[config.mk]
export PLATFORM = sky130hd
export DESIGN_NAME = unidad_pipe_ctrl
export DESIGN_NICKNAME = d
export VERILOG_FILES = /design/src/rtl/unidad_pipe_ctrl_pkg.sv /design/src/rtl/unidad_pipe_ctrl_hazard.sv /design/src/rtl/unidad_pipe_ctrl.sv
export SDC_FILE = /design/constraint.sdc
export NUM_CORES = 1
export LEC_CHECK = 0
export BUFFER_PORTS_ARGS = -buffer_cell sky130_fd_sc_hd__buf_4
export CORE_ASPECT_RATIO = 0.5
export CORE_UTILIZATION = 50
export CTS_CLUSTER_SIZE = 14
export DETAILED_ROUTE_END_ITERATION = 7
export PLACE_DENSITY_LB_ADDON = 0.1
export SLEW_MARGIN = 0
export SYNTH_ARGS = -nofsm -noshare
export SYNTH_HDL_FRONTEND = slang
export SYNTH_SLANG_ARGS = --single-unit
[constraint.sdc]
create_clock -name clk -period 2.3 [get_ports clk]
set_clock_uncertainty 0.1 [all_clocks]
set_input_delay 0.345 -clock clk [delete_from_list [all_inputs] [get_ports clk]]
set_output_delay 0.345 -clock clk [all_outputs]
set_load 0.02 [all_outputs]
[src/rtl/unidad_pipe_ctrl_pkg.sv]
// Shared definitions for the EX/MEM/WB control pipeline: ISA opcodes,
// per-stage control bundles and their bubble values.
package unidad_pipe_ctrl_pkg;

   localparam int REG_AW_DEF = 3;
   localparam int OPCODE_W   = 4;

   localparam logic [OPCODE_W-1:0] OP_NOP    = 4'b0000;
   localparam logic [OPCODE_W-1:0] OP_VADD   = 4'b0001;
   localparam logic [OPCODE_W-1:0] OP_VSUB   = 4'b0010;
   localparam logic [OPCODE_W-1:0] OP_VLOAD  = 4'b0011;
   localparam logic [OPCODE_W-1:0] OP_VSTORE = 4'b0100;
   localparam logic [OPCODE_W-1:0] OP_VMUL   = 4'b0101;
   localparam logic [OPCODE_W-1:0] OP_VAND   = 4'b0110;
   localparam logic [OPCODE_W-1:0] OP_VOR    = 4'b0111;
   localparam logic [OPCODE_W-1:0] OP_VXOR   = 4'b1000;
   localparam logic [OPCODE_W-1:0] OP_SADD   = 4'b1001;
   localparam logic [OPCODE_W-1:0] OP_SSUB   = 4'b1010;
   localparam logic [OPCODE_W-1:0] OP_SLOAD  = 4'b1011;
   localparam logic [OPCODE_W-1:0] OP_SMOVE  = 4'b1100;
   localparam logic [OPCODE_W-1:0] OP_BEQ    = 4'b1101;
   localparam logic [OPCODE_W-1:0] OP_JMP    = 4'b1110;
   localparam logic [OPCODE_W-1:0] OP_1111   = 4'b1111;

   typedef struct packed {
      logic sel_op;
      logic sel_ad;
      logic sel_int;
   } ex_ctrl_t;

   typedef struct packed {
      logic sum_mem;
      logic sel_mem;
      logic sel_data;
      logic mem_wr;
   } mem_ctrl_t;

   typedef struct packed {
      logic sel_wb;
      logic reg_wrv;
      logic reg_wrs;
   } wb_ctrl_t;

   localparam int EX_CTRL_W  = $bits(ex_ctrl_t);
   localparam int MEM_CTRL_W = $bits(mem_ctrl_t);
   localparam int WB_CTRL_W  = $bits(wb_ctrl_t);

   // A bubble carries no side effects anywhere down the pipe.
   localparam ex_ctrl_t            EX_BUBBLE     = '0;
   localparam mem_ctrl_t           MEM_BUBBLE    = '0;
   localparam wb_ctrl_t            WB_BUBBLE     = '0;
   localparam logic [OPCODE_W-1:0] BUBBLE_OPCODE = OP_NOP;

endpackage

[src/rtl/unidad_pipe_ctrl_hazard.sv]
// Load-use hazard detection and front-end stall request.
module pipe_ctrl_hazard
   import unidad_pipe_ctrl_pkg::*;
#(
   parameter int REG_AW = REG_AW_DEF
) (
   input  logic              ex_valid,
   input  logic              ex_sel_mem,
   input  logic              ex_mem_wr,
   input  logic              ex_reg_wrv,
   input  logic [REG_AW-1:0] ex_rd,
   input  logic              id_reg_rdv,
   input  logic [REG_AW-1:0] id_rs1,
   input  logic [REG_AW-1:0] id_rs2,
   input  logic              flush_in,
   input  logic              hold_in,
   output logic              hz,
   output logic              stall
);

   // Only a vector load in EX feeding a vector read in decode needs a bubble.
   assign hz = ex_valid & ex_sel_mem & ~ex_mem_wr & ex_reg_wrv & id_reg_rdv &
               ((ex_rd == id_rs1) | (ex_rd == id_rs2));

   assign stall = hz & ~flush_in & ~hold_in;

endmodule

[src/rtl/unidad_pipe_ctrl.sv]
// EX/MEM/WB control pipeline registers with load-use bubbles, flush, hold
// and a saturating bubble counter.
module unidad_pipe_ctrl
   import unidad_pipe_ctrl_pkg::*;
#(
   parameter int REG_AW = REG_AW_DEF,
   parameter int CNT_W  = 16
) (
   input  logic                clk,
   input  logic                reset,
   input  logic [OPCODE_W-1:0] id_opcode,
   input  logic                id_sel_op,
   input  logic                id_sel_ad,
   input  logic                id_sel_int,
   input  logic                id_sum_mem,
   input  logic                id_sel_mem,
   input  logic                id_sel_data,
   input  logic                id_mem_wr,
   input  logic                id_sel_wb,
   input  logic                id_reg_wrv,
   input  logic                id_reg_wrs,
   input  logic                id_reg_rdv,
   input  logic                id_reg_rds,
   input  logic [REG_AW-1:0]   id_rd,
   input  logic [REG_AW-1:0]   id_rs1,
   input  logic [REG_AW-1:0]   id_rs2,
   input  logic                flush_in,
   input  logic                hold_in,
   output logic                stall_out,
   output logic                ex_valid,
   output logic                ex_sel_op,
   output logic                ex_sel_ad,
   output logic                ex_sel_int,
   output logic [OPCODE_W-1:0] ex_opcode,
   output logic [REG_AW-1:0]   ex_rd,
   output logic                mem_valid,
   output logic                mem_sum_mem,
   output logic                mem_sel_mem,
   output logic                mem_sel_data,
   output logic                mem_mem_wr,
   output logic [REG_AW-1:0]   mem_rd,
   output logic                wb_valid,
   output logic                wb_sel_wb,
   output logic                wb_reg_wrv,
   output logic                wb_reg_wrs,
   output logic [REG_AW-1:0]   wb_rd,
   output logic [CNT_W-1:0]    bubble_cnt
);

   typedef struct packed {
      logic                valid;
      logic [OPCODE_W-1:0] opcode;
      ex_ctrl_t            ex;
      mem_ctrl_t           mem;
      wb_ctrl_t            wb;
      logic [REG_AW-1:0]   rd;
   } ex_stage_t;

   typedef struct packed {
      logic              valid;
      mem_ctrl_t         mem;
      wb_ctrl_t          wb;
      logic [REG_AW-1:0] rd;
   } mem_stage_t;

   typedef struct packed {
      logic              valid;
      wb_ctrl_t          wb;
      logic [REG_AW-1:0] rd;
   } wb_stage_t;

   localparam ex_stage_t EX_STAGE_BUBBLE = '{valid: 1'b0, opcode: BUBBLE_OPCODE,
      ex: EX_BUBBLE, mem: MEM_BUBBLE, wb: WB_BUBBLE, rd: '0};
   localparam mem_stage_t MEM_STAGE_BUBBLE = '{valid: 1'b0, mem: MEM_BUBBLE,
      wb: WB_BUBBLE, rd: '0};
   localparam wb_stage_t WB_STAGE_BUBBLE = '{valid: 1'b0, wb: WB_BUBBLE, rd: '0};

   ex_stage_t        id_stage;
   ex_stage_t        ex_q;
   mem_stage_t       mem_q;
   wb_stage_t        wb_q;
   logic [CNT_W-1:0] bubble_q;
   logic             hz;
   logic             stall_raw;
   logic             unused_rds;

   // Scalar reads are decoded upstream but never create a hazard here.
   assign unused_rds = id_reg_rds;

   assign id_stage = '{
      valid:  1'b1,
      opcode: id_opcode,
      ex:     '{sel_op: id_sel_op, sel_ad: id_sel_ad, sel_int: id_sel_int},
      mem:    '{sum_mem: id_sum_mem, sel_mem: id_sel_mem, sel_data: id_sel_data,
                mem_wr: id_mem_wr},
      wb:     '{sel_wb: id_sel_wb, reg_wrv: id_reg_wrv, reg_wrs: id_reg_wrs},
      rd:     id_rd
   };

   pipe_ctrl_hazard #(.REG_AW(REG_AW)) u_hazard (
      .ex_valid   (ex_q.valid),
      .ex_sel_mem (ex_q.mem.sel_mem),
      .ex_mem_wr  (ex_q.mem.mem_wr),
      .ex_reg_wrv (ex_q.wb.reg_wrv),
      .ex_rd      (ex_q.rd),
      .id_reg_rdv (id_reg_rdv),
      .id_rs1     (id_rs1),
      .id_rs2     (id_rs2),
      .flush_in   (flush_in),
      .hold_in    (hold_in),
      .hz         (hz),
      .stall      (stall_raw)
   );

   assign stall_out = stall_raw & ~reset;

   // NOTE: non-blocking assignments so each stage samples the pre-edge value of the stage ahead.
   always_ff @(posedge clk or posedge reset) begin
      if (reset) begin
         ex_q     <= EX_STAGE_BUBBLE;
         mem_q    <= MEM_STAGE_BUBBLE;
         wb_q     <= WB_STAGE_BUBBLE;
         bubble_q <= '0;
      end else if (!hold_in) begin
         mem_q <= '{valid: ex_q.valid, mem: ex_q.mem, wb: ex_q.wb, rd: ex_q.rd};
         wb_q  <= '{valid: mem_q.valid, wb: mem_q.wb, rd: mem_q.rd};
         if (flush_in || hz) begin
            ex_q <= EX_STAGE_BUBBLE;
            if (bubble_q != {CNT_W{1'b1}}) bubble_q <= bubble_q + CNT_W'(1);
         end else begin
            ex_q <= id_stage;
         end
      end
   end

   assign ex_valid     = ex_q.valid;
   assign ex_sel_op    = ex_q.ex.sel_op;
   assign ex_sel_ad    = ex_q.ex.sel_ad;
   assign ex_sel_int   = ex_q.ex.sel_int;
   assign ex_opcode    = ex_q.opcode;
   assign ex_rd        = ex_q.rd;
   assign mem_valid    = mem_q.valid;
   assign mem_sum_mem  = mem_q.mem.sum_mem;
   assign mem_sel_mem  = mem_q.mem.sel_mem;
   assign mem_sel_data = mem_q.mem.sel_data;
   assign mem_mem_wr   = mem_q.mem.mem_wr;
   assign mem_rd       = mem_q.rd;
   assign wb_valid     = wb_q.valid;
   assign wb_sel_wb    = wb_q.wb.sel_wb;
   assign wb_reg_wrv   = wb_q.wb.reg_wrv;
   assign wb_reg_wrs   = wb_q.wb.reg_wrs;
   assign wb_rd        = wb_q.rd;
   assign bubble_cnt   = bubble_q;

endmodule

==> results.md <==
Worst setup path:
- The startpoint type of the worst setup path is a flop.
- STA puts the critical path data arrival time at 2.24 ns.
- At the worst endpoint, the required time is 2.43 ns.
- Along the worst path, the maximum fanout reaches 17.
- STA classifies the critical path endpoint as a flop.
- The worst setup path is of the reg -> reg kind.

Final layout:
- Counting the fill cells in the layout gives 321.
- At the end of the flow, the number of nets in the layout was 265.
- The most common library cell in the layout ignoring fill and taps is buf_4.
- The number of antenna diodes in the final layout is 0.
- The fraction of final layout cells sized beyond drive strength 1 is 45.3%.
- The area taken by flip-flops and latches is 1300 um^2.
- The final instance count without filler cells is 290.
- The area added between synthesis and finish is 27.3%.
- The multi-input gate area in the final layout is 850 um^2.
- The top cell types in the final layout, fill and taps aside, are buf_4, dfrtp_1, mux2_2.

Global route:
- Entering global routing, the biggest net connects 43 pins.
- The global routing usage summed across all routing layers is 19.5%.
- The number of global-route vias before repair was 1571.
- The first global-routing pass estimated 7.35 mm of wire.
- Global routing finished with a remaining overflow of 0.
- The initial antenna violation count came to 0.

Routing:
- The violation count after the first detailed-route iteration is 59.
- The final layout contains routed wiring with a total length of 4.22 mm.
- Once detail routing completed, the nets flagged for antenna violations numbered 0.
- After detailed routing, the number of vias per cell comes to 5.30.
- The vias after detailed routing is 1536.
- In the routed design, unresolved DRC markers number 0.
- The routed wire length per instance is 14.6 um.
- The first-pass iteration count of the detailed router is 4.

Floorplanning:
- The die covers 4810 um^2.
- The area of the core is 4100 um^2.
- The initial core utilization is 55.1%.
- The chip height is 49.6 um.
- The number of placed I/O pins is 72.
- In this run the core area contains 16 standard-cell rows.
- The die span in x is 97.1 um.

Place:
- The wire-length estimate of the detail-placed layout is 3.03 mm.
- In this run the tool buffered the top-level ports with 70 buffer cells.
- The final weighted congestion in routability-driven placement is 0.736.
- In this run, placement finished with an instance count of 282.

Yosys:
- The number of flip-flops and latches in the synthesized netlist is 52.
- The netlist uses 30 different library cells.
- During synthesis, Yosys emitted a total of 0 warnings.
- After synthesis, the cell types taking the most area are dfrtp_1, mux2_2, a22o_1.
- The number of nets handed over by synthesis was 202.
- The post-synthesis instance total is 172.
- The synthesized design spends more area on one cell type than any other, namely dfrtp_1.
- The combined area of all synthesized cells is 2260 um^2.
- The post-synthesis average cell area is 13.2 um^2.
- The fraction of synthesized cell area taken by the top area cell type is 57.5%.
- Of the synthesized area, sequential elements account for 57.5%.

Power and ir drop:
- The worst-case IR drop observed on VDD is 0.643 mV.
- The total power divided by cell area is 794 nW/um^2.
- The leakage power figure is 0.00141 uW.

Job:
- Across the run, the number of max-cap violations was 0.

Clock tree:
- The clock-pin slew reported for the worst setup and hold paths after clock tree synthesis is 0.09 ns.
- The maximum clock path buffer count is 2.
- The clock sink total is 52.
- At the later pin of the worst-skew pair, clock insertion delay measures 0.30 ns.
- The number of setup buffers added after CTS is 0.
- The number of hold buffers added after CTS is 0.
- Post-CTS repair changed the size of 0 cells.
- The clock buffer count from CTS is 5.
- The cell at the root of the clock tree is clkbuf_8.
- The TritonCTS clock tree is built.
- The H-tree was split into 2 levels.

Status:
- The flow ran to the end, and the final reports show no timing, DRC or antenna violations.

Timing:
- The clock period minus final worst setup slack is 2.11 ns.
- The hold violation total from the final report was 0.
- Timing would allow up to 0.474 GHz.
- The setup-violating endpoint count in the final report is 0.
- The number of pins exceeding their max-slew limit in the final report is 0.
- The final worst-path cycle share is 91.8%.
- Setup repair after global routing left no endpoint under its margin.
- The transition time at the pin with the least slew margin is 0.731 ns.
- The relative slew slack is 51.2%.
- Summed over all failing endpoints, the final setup total negative slack is 0 ns.

Worst hold path:
- The min-delay analysis places its worst path in the category in -> async.
[final cells by class]
| class | count | share of cell area [%] |
|---|---|---|
| repair buffers | 72 | 18.8 |
| clock buffers | 6 | 2.52 |
| well taps | 54 | 2.35 |
| inverters | 3 | 0.391 |
| flip-flops and latches | 52 | 45.2 |
| clock inverters | 2 | 1.22 |
| multi-input cells | 101 | 29.5 |
[where the power goes]
group	switching [uW]	internal, uW
Clock	290	323
Combinational	273	265
Sequential	107	1030
[registers in the layout, summed over array words and instances (netlist names), 3 cells and up]
name,cells
bubble_cnt,16
ex_q,7
ex_opcode,4
ex_rd,3
mem_q,3
mem_rd,3
wb_rd,3
[Yosys cell counts (all sizes together)]
master	instances
a211oi	1
a21oi	2
a221oi	1
a22o	17
a31oi	1
and2	1
and3	5
buf	14
clkbuf	2
dfrtp	52
ha	1
inv	3
mux2	18
nand2	8
nand3	8
nand4	6
nor2	1
nor3	4
nor3b	1
nor4	2
o21ai	2
o31ai	1
xnor2	13
xor2	8
[worst paths after layout]
path	from	end	slack, ns	cells after the start
max	ex_rd[2]$_DFFE_PP0N_	ex_sel_ad$_DFFE_PP0N_	0.19	5
min	reset	ex_sel_op$_DFFE_PP0N_	0.04	2
max reg2reg	ex_rd[2]$_DFFE_PP0N_	ex_sel_ad$_DFFE_PP0N_	0.19	5
min reg2reg	bubble_cnt[13]$_DFFE_PP0P_	bubble_cnt[13]$_DFFE_PP0P_	0.40	1
max in group asynchronous	reset	wb_sel_wb$_DFFE_PP0N_	1.44	3
min in group clk	id_opcode[3]	ex_opcode[3]$_DFFE_PP0N_	0.15	2
[worst max-delay path, stage by stage, from the launching register on]
cell and delay, ns:
dfrtp_1 0.45, xor2_1 0.23, nor3_2 0.08, o21ai_4 0.26, nor3b_4 0.68, a22o_1 0.24
[per-stage QoR]
stage	power, uW	utilization (%)	instance area (um^2)	hold WS (ns)	setup WS [ns]
floorplan	1470	-	2260	0.373	0.164
global placement	1680	67.3	2760	0.378	0.210
detailed placement	1700	67.3	2760	0.390	0.201
CTS	2310	70.0	2870	0.0592	0.106
global route	2410	70.2	2880	0.0867	0.0338
finish	2290	70.2	2880	0.0416	0.189
[kinds of logic after synthesis]
kind of cell	synth area share [%]
buffers and inverters	5.20
AOI/OAI and AO/OA	10.3
adders and majority gates	0.553
xor gates and xnor gates	8.13
muxes	8.96
DFF	57.5
and+or+nand+nor	9.29
[layer usage]
| layer | routed length [um] | up-vias | part of all wire, % | GRT usage [%] |
|---|---|---|---|---|
| met4 | 31 | 0 | 0.73 | 4.48 |
| met3 | 229 | 5 | 5.4 | 5.67 |
| met1 | 1970 | 756 | 47 | 25.8 |
| met2 | 2000 | 39 | 47 | 32.0 |
| met5 | 0 | - | 0 | 0 |
| li1 | - | 736 | - | - |
Power figures use the tool's default switching activity.
